$ cat src/rtl/rv32i_pkg.sv
// rv32i_pkg: shared RV32I constants (XLEN, NOP encoding, default reset PC) and a word-align helper
package rv32i_pkg;
    localparam int XLEN = 32;
    localparam logic [XLEN-1:0] NOP = 32'h0000_0013;
    localparam logic [XLEN-1:0] RESET_PC_DEFAULT = 32'h0000_0000;
    function automatic logic [XLEN-1:0] word_align(input logic [XLEN-1:0] a);
        return a & ~32'd3;
    endfunction
endpackage

$ cat src/rtl/pc_reg.sv
// pc_reg: program counter register and next-PC mux (redirect > stall > +4); alignment set by IF_ALIGN_CHECK_EN
module pc_reg
    import rv32i_pkg::*;
#(
    parameter logic [XLEN-1:0] RESET_PC = RESET_PC_DEFAULT
) (
    input  logic            clk,
    input  logic            rst_n,
    input  logic            stall,
    input  logic            redirect,
    input  logic [XLEN-1:0] redirect_pc,
    output logic [XLEN-1:0] pc,
    output logic [XLEN-1:0] pc_plus4
);
    logic [XLEN-1:0] pc_q, pc_d, target;

    // redirect target: raw address with alignment checking, forced to a word boundary otherwise
    always_comb begin
`ifdef IF_ALIGN_CHECK_EN
        target = redirect_pc;
`else
        target = word_align(redirect_pc);
`endif
        pc_d = redirect ? target : stall ? pc_q : pc_q + 32'd4;
    end

    // PC register, asynchronously forced to RESET_PC
    always_ff @(posedge clk or negedge rst_n) begin
        if (!rst_n) pc_q <= RESET_PC;
        else        pc_q <= pc_d;
    end

    assign pc       = pc_q;
    assign pc_plus4 = pc_q + 32'd4;
endmodule

$ cat src/rtl/if_stage.sv
// if_stage: instruction fetch with IF/ID register; IF_ALIGN_CHECK_EN enables the misalign flag
module if_stage
    import rv32i_pkg::*;
#(
    parameter logic [XLEN-1:0] RESET_PC = RESET_PC_DEFAULT,
    parameter int              IM_AW    = 5
) (
    input  logic             clk,
    input  logic             rst_n,
    output logic [IM_AW-1:0] im_addr,
    input  logic [XLEN-1:0]  im_inst,
    input  logic             stall,
    input  logic             flush,
    input  logic             redirect,
    input  logic [XLEN-1:0]  redirect_pc,
    output logic [XLEN-1:0]  pc,
    output logic [XLEN-1:0]  id_inst,
    output logic [XLEN-1:0]  id_pc,
    output logic [XLEN-1:0]  id_pc4,
    output logic             id_valid,
    output logic             misalign
);
    logic [XLEN-1:0] pc_plus4;
    logic [XLEN-1:0] id_inst_q, id_inst_d, id_pc_q, id_pc_d, id_pc4_q, id_pc4_d;
    logic            id_valid_q, id_valid_d;

    pc_reg #(.RESET_PC(RESET_PC)) u_pc_reg (
        .clk        (clk),
        .rst_n      (rst_n),
        .stall      (stall),
        .redirect   (redirect),
        .redirect_pc(redirect_pc),
        .pc         (pc),
        .pc_plus4   (pc_plus4)
    );

    assign im_addr = pc[IM_AW+1:2];

    // IF/ID next state: redirect/flush insert a NOP bubble, stall holds, otherwise capture the fetch
    always_comb begin
        id_inst_d  = id_inst_q;
        id_pc_d    = id_pc_q;
        id_pc4_d   = id_pc4_q;
        id_valid_d = id_valid_q;
        if (redirect || flush) begin
            id_inst_d  = NOP;
            id_valid_d = 1'b0;
        end else if (!stall) begin
            id_inst_d  = im_inst;
            id_pc_d    = pc;
            id_pc4_d   = pc_plus4;
            id_valid_d = 1'b1;
        end
    end

    // IF/ID register
    always_ff @(posedge clk or negedge rst_n) begin
        if (!rst_n) begin
            id_inst_q  <= NOP;
            id_pc_q    <= '0;
            id_pc4_q   <= '0;
            id_valid_q <= 1'b0;
        end else begin
            id_inst_q  <= id_inst_d;
            id_pc_q    <= id_pc_d;
            id_pc4_q   <= id_pc4_d;
            id_valid_q <= id_valid_d;
        end
    end

    assign id_inst  = id_inst_q;
    assign id_pc    = id_pc_q;
    assign id_pc4   = id_pc4_q;
    assign id_valid = id_valid_q;

`ifdef IF_ALIGN_CHECK_EN
    logic misalign_q, misalign_d;

    // misalign captures the low bits of each redirect target and clears once the PC moves on
    always_comb begin
        misalign_d = redirect ? |redirect_pc[1:0] : stall ? misalign_q : 1'b0;
    end

    // misalign flag register
    always_ff @(posedge clk or negedge rst_n) begin
        if (!rst_n) misalign_q <= 1'b0;
        else        misalign_q <= misalign_d;
    end

    assign misalign = misalign_q;
`else
    assign misalign = 1'b0;
`endif
endmodule

$ cat config.mk
export PLATFORM = sky130hd
export DESIGN_NAME = if_stage
export DESIGN_NICKNAME = d
export VERILOG_FILES = /design/src/rtl/rv32i_pkg.sv /design/src/rtl/pc_reg.sv /design/src/rtl/if_stage.sv
export SDC_FILE = /design/constraint.sdc
export NUM_CORES = 1
export LEC_CHECK = 0
export CORE_UTILIZATION = 45
export CTS_CLUSTER_SIZE = 10
export DETAILED_ROUTE_END_ITERATION = 16
export GPL_ROUTABILITY_DRIVEN = 0
export PLACE_DENSITY_LB_ADDON = 0.25
export SETUP_SLACK_MARGIN = 0.15
export SYNTH_ARGS = -nofsm -noshare
export SYNTH_HDL_FRONTEND = slang
export SYNTH_SLANG_ARGS = --single-unit
$ cat constraint.sdc
create_clock -name clk -period 3 [get_ports clk]
set_clock_uncertainty 0.15 [all_clocks]
set_input_delay 0.45 -clock clk [delete_from_list [all_inputs] [get_ports clk]]
set_output_delay 0.45 -clock clk [all_outputs]
set_load 0.05 [all_outputs]
# Yosys cells after proc, flatten, opt, wreduce, memory -nomap -nowiden
# Cells that the tools add are included.
# totals
word_cells	18
out_inout_bits	135
regBits	129
# op_classes
reduce_logical	2
n_addsub	1
bitwise	2
n_mux	6
n_eq_ne	2
# op_table
op	n
32-bit 2-to-1 mux	4
32-bit by 3-bit adder with 32-bit output (second input constant)	1
2-bit by 1-bit != test with 1-bit output (second input constant)	2
1-bit 2-to-1 mux	2
1-bit inverter	2
2-bit AND reduction	1
1-bit logical OR	1

# Logic depth before layout (Yosys ltp)
# depth
word_depth	3
mapped_depth	8

# Cells and area by module
# From an unflattened synthesis, not the netlist that was laid out.
# unflattened
hier_cells	538
area_unflattened_um2	6035.8
# modules_own_cells
module	area_each_um2	n_inst	cells_each
if_stage	3752.3	1	250
pc_reg	2283.4	1	288

# Least setup slack after synthesis
# OpenSTA, ideal clock, no wires.
# synth_path
kind	register -> register
startpoint	reg u_pc_reg.pc_q[20], in the netlist u_pc_reg.pc[20]
endpoint	reg id_pc4_q[31], in the netlist id_pc4[31]
arrival_time_ns	2.287
n_path_buf	2
setup_slack_ns	0.481
setup_time_ns	0.082
path_stages_with_launch	7
cell_sequence	dfrtp_1 buf_4 nand4_2 or4_1 buf_2 or4_1 a31oi_1
# synth_between
elab_chain_cells	1
# synth_lines
item	line_no	rtl
start, declared	pc_reg.sv:15	logic [XLEN-1:0] pc_q, pc_d, target;
start signal, assigned	pc_reg.sv:30	else pc_q <= pc_d;
32-bit by 3-bit adder with 32-bit output	pc_reg.sv:34	assign pc_plus4 = pc_q + 32'd4;
end signal, assigned	if_stage.sv:66	id_pc4_q <= id_pc4_d;
end, declared	if_stage.sv:24	logic [XLEN-1:0] id_inst_q, id_inst_d, id_pc_q, id_pc_d, id_pc4_q, id_pc4_d;
# Every way passes these cells.
# A chain may end at the register's enable or synchronous reset.

# Final worst setup path
# layout_path
startpoint	reg u_pc_reg.pc_q[14], in the netlist u_pc_reg.pc[14]
endpoint	out pc[14]
# layout_lines
item	line_no	rtl
end, declared	if_stage.sv:16	output logic [XLEN-1:0] pc,
# No word-level cell between the ends.

==> results.md <==
Routing:
- The first-pass iteration count of the detailed router is 4.
- The number of DRC markers in iteration 0 is 379.
- In this run the remaining antenna-violating nets after routing total 0.
- The routed length per placed instance is 17.5 um.
- The detail-routed via count per cell is 5.50.
- The number of remaining DRC errors is 0.
- Detailed routing inserted a total of 5323 vias.
- The wire length after detailed routing is 16900 um.

Synth:
- Summing the areas of all compound-gate instances in the mapped netlist gives 14.5% of the synthesized area.
- In this run the mean area of a mapped cell was 9.57 um2.
- The biggest area contributor in the post-synthesis netlist is sky130_fd_sc_hd__dfrtp_1.
- The number of flip-flops and latches in the synthesized netlist is 123.
- In this run, distinct cell masters in the synthesized netlist total 44.
- The post-synthesis cell count is 606.
- The post-synthesis share of cell area spent on full adders, half adders and majority gates is 0.216%.
- After synthesis, the largest family of logic cells by area is simple AND/OR/NAND/NOR gates.
- Counting instances in the post-synthesis netlist gives the leading cell types as 137 x sky130_fd_sc_hd__nand2_1, 120 x sky130_fd_sc_hd__dfrtp_1, 35 x sky130_fd_sc_hd__o21ai_0.
- The number of warning messages in the yosys log is 0.
- The number of synthesized flops with an enable pin is 0.
- After synthesis, the cell types taking the most area are sky130_fd_sc_hd__dfrtp_1 52%, sky130_fd_sc_hd__nand2_1 8.9%, sky130_fd_sc_hd__a22o_1 4.4%.
- The most common flop cell mapped by yosys is sky130_fd_sc_hd__dfrtp_1.
- The proportion of register bits with asynchronous set or reset after synthesis is 100%.
- The top cell type by area accounts for 51.8% of the synthesized area.
- The multiplexer area fraction after synthesis is 0.173%.
- The synthesized cell area is 0.00580 mm2.
- After synthesis, flip-flops and latches occupy 53.1% of the total area.
- Of the total synthesized cell area, the portion taken by AND, OR, NAND and NOR gates is 22.5%.
- The cell with the most instances after synthesis is sky130_fd_sc_hd__nand2_1.
- The synthesized netlist devotes 3.62% of its cell area to XOR and XNOR gates.

Power:
- Net switching is 34.9% of the power.
- The internal power of the cells is 3.85 mW.
- Summed over all cells, the static leakage comes to 3.52 nW.
- Across the VDD grid, the largest voltage drop is 0.438 mV.
- Of the total power, combinational logic draws 28.7%.
- The power dissipated by switching net loads is 2.06 mW.
- Overall power consumption after layout is estimated at 5.91 mW.
- The clock network power share is 36.8%.
- Sequential cells account for 34.5% of the total power.
- Power spread over the standard cell area amounts to 699 mW/mm2.

Floorplanning:
- During I/O placement, the number of pins put on the boundary was 204.
- The number of rows in the core area is 41.
- From bottom edge to top edge, the die measures 116 um.
- The core region is 0.0126 mm2.
- The area enclosed by the die boundary is 0.0134 mm2.
- The width of the die is 116 um.
- The starting utilization of the core area is 46.0%.

Finish:
- The final instance count without filler cells is 967.
- The net count of the finished layout is 852.
- Of the cells placed in the final design, the portion with a size suffix greater than 1 is 8.30%.
- The design area is 0.00846 mm2.
- The flip-flop count of the largest register, all copies and words added is 32.
- From synthesis to final layout, the design area changed by 45.8%.
- The repair_antennas step left the layout with diodes totalling 0.

Clock tree:
- For this design, the sink count on the clock tree is 123.
- The number of gates resized after cts is 0.
- The number of clock buffers added by TritonCTS is 17.
- The clock edge transition at the registers on the reported setup and hold paths is 0.06 ns.
- The buffer type at the clock tree root is sky130_fd_sc_hd__clkbuf_16.
- Post-CTS timing repair inserted 0 buffers for setup.
- The maximum buffer depth of the clock tree is 2.
- The clock network latency to the later pin of the worst-skew pair is 0.41 ns.
- CTS built an H-tree with a depth of 4.
- The hold buffer count at CTS is 0.
- The TritonCTS clock tree is yes.

Critical path:
- The data arrival at the endpoint of the critical path is 1.93 ns.
- Counting both buffers and inverters, the worst setup path holds a total of 1.
- The number of cells on the worst reg-to-reg path is 4.
- The critical path required time is 2.40 ns.
- The worst setup path is of the flip-flop to output pin kind.
- In this design, the largest share of critical-path delay is due to buffers and inverters.
- In this run the worst setup path terminates at pc[14].
- For this design, the slowest cell found on the critical path is sky130_fd_sc_hd__clkdlybuf4s50_1.
- Along the worst path, the maximum fanout reaches 11.
- The critical path goes through clkdlybuf4s50_1.
- Tracing the worst setup path back leads to its startpoint at u_pc_reg.pc[14].
- The number of stages on the worst setup path is 1.
- The start of the worst register-to-register path is u_pc_reg.pc[8].
- The end of the worst register-to-register path is u_pc_reg.pc[19].
- The startpoint type of the worst setup path is a flip-flop.
- In this design, the stage delay of the slowest critical-path cell is 0.90 ns.
- The capturing element type of the critical path is an output pin.
- The setup check on the worst reg-to-reg path leaves a slack of 0.51 ns.

Outcome:
- The final reports fail on hold timing.
- The flow ran to the end, but the final reports show violations.

Placed design:
- The half-perimeter wire length of the detailed placement result is 11800 um.
- In this run the cell area measured after placement is 0.00783 mm2.
- The number of port buffers is 194.
- After detailed placement, the design holds a cell count of 935.

STA:
- After layout, the minimum clock period comes to 2.53 ns.
- The count of pins over their slew limit is 0.
- The max-slew headroom at the worst pin is 43.7%.
- On the final layout, the worst hold slack is -0.0110 ns.
- The setup violation total in the final timing report is 0.
- The hold violation count in the final report is 5.
- Timing would allow up to 395 MHz.
- The final cycle utilization of the critical path is 84.4%.
- Setup repair after global routing left no endpoint under its margin.
- The slew at the pin with the worst max-slew slack is 0.844 ns.
- The final-layout setup total negative slack is 0 ns.

Min path:
- The path category of the worst min-delay check is input port to async pin.

GRT:
- The global-route layer with the greatest usage is met2.
- The global routing met2 resource utilization is 43.3%.
- The number of global-route vias before repair is 5110.
- The initial antenna violation count is 0.
- The aggregate global-route resource usage is 26.3%.
- Entering global routing, the biggest net connects 66 pins.
- The met3 capacity usage during global routing is 6.69%.
- Global routing consumed, on the met1 layer, 33.5% of the routing resources.
- The total global routing overflow is 0.
- The first-pass GRT wire length is 26700 um.

Job:
- Across the run, the number of max-cap violations was 0.
## cell families after synthesis
kind of cell             after synthesis
XOR/XNOR                              24
flip-flops                           123
multiplexers                           1
buffers and inverters                 65
AO/OA/AOI/OAI                        121
other                                  1
AND/OR/NAND/NOR                      270
adder cells (fa/ha/maj)                1
## layout by cell type (no fill, tap or decap), types with 7 or more instances in the layout
cell	instances
sky130_fd_sc_hd__nand2_1	137
sky130_fd_sc_hd__o31ai_1	17
sky130_fd_sc_hd__o21ai_0	35
sky130_fd_sc_hd__clkbuf_16	17
sky130_fd_sc_hd__nand4_1	9
sky130_fd_sc_hd__or4_1	24
sky130_fd_sc_hd__nor3_1	7
sky130_fd_sc_hd__buf_4	18
sky130_fd_sc_hd__nor2_1	34
sky130_fd_sc_hd__xnor2_1	20
sky130_fd_sc_hd__dfrtp_1	120
sky130_fd_sc_hd__conb_1	7
sky130_fd_sc_hd__or3_1	9
sky130_fd_sc_hd__clkdlybuf4s50_1	193
sky130_fd_sc_hd__nand3_1	17
sky130_fd_sc_hd__a22o_1	29
sky130_fd_sc_hd__a31oi_1	24
## power by group through the flow
stage | sequential, mW | combinational [mW] | clock (mW)
CTS | 2.04 | 1.71 | 2.20
global placement | 2.05 | 1.68 | 0
detailed placement | 2.06 | 1.70 | 0
finish | 2.04 | 1.70 | 2.18
floorplan | 2.72 | 0.384 | 0
global route | 2.07 | 1.79 | 2.30
## per-layer routing
layer  routed length [um]  part of all wire [%]
met5                    0                     0
met4                  396                   2.3
met3                 1150                   6.8
met2                 8340                    49
met1                 6990                    41
## worst min path at each step
stage                  end  slack, ns  cells after the start
2_1_floorplan  id_inst[10]      0.004                      0
3_3_place_gp     id_pc[21]       0.31                      2
3_5_place_dp     id_pc[27]       0.31                      2
4_1_cts          id_pc[28]       0.02                      1
5_1_grt          id_pc[21]       0.07                      1
6_report         id_pc[28]      -0.01                      1
## cell type report
class / count / area [um2]
Tap cell: 172 / 215
Multi-Input combinational cell: 424 / 2410
Fill cell: 1029 / 4160
Timing Repair Buffer: 213 / 2110
Clock inverter: 13 / 190
Inverter: 3 / 11.3
Sequential cell: 123 / 3080
Clock buffer: 19 / 443
## through the flow
step                      setup slack (ns)  util [%]
after floorplan                      0.481         -
after CTS                            0.461      67.1
after detailed placement             0.251      62.0
final                                0.468      67.1
after global routing                 0.420      67.1
after global placement               0.295      62.0
No activity file was read; power rests on OpenSTA's default activity.
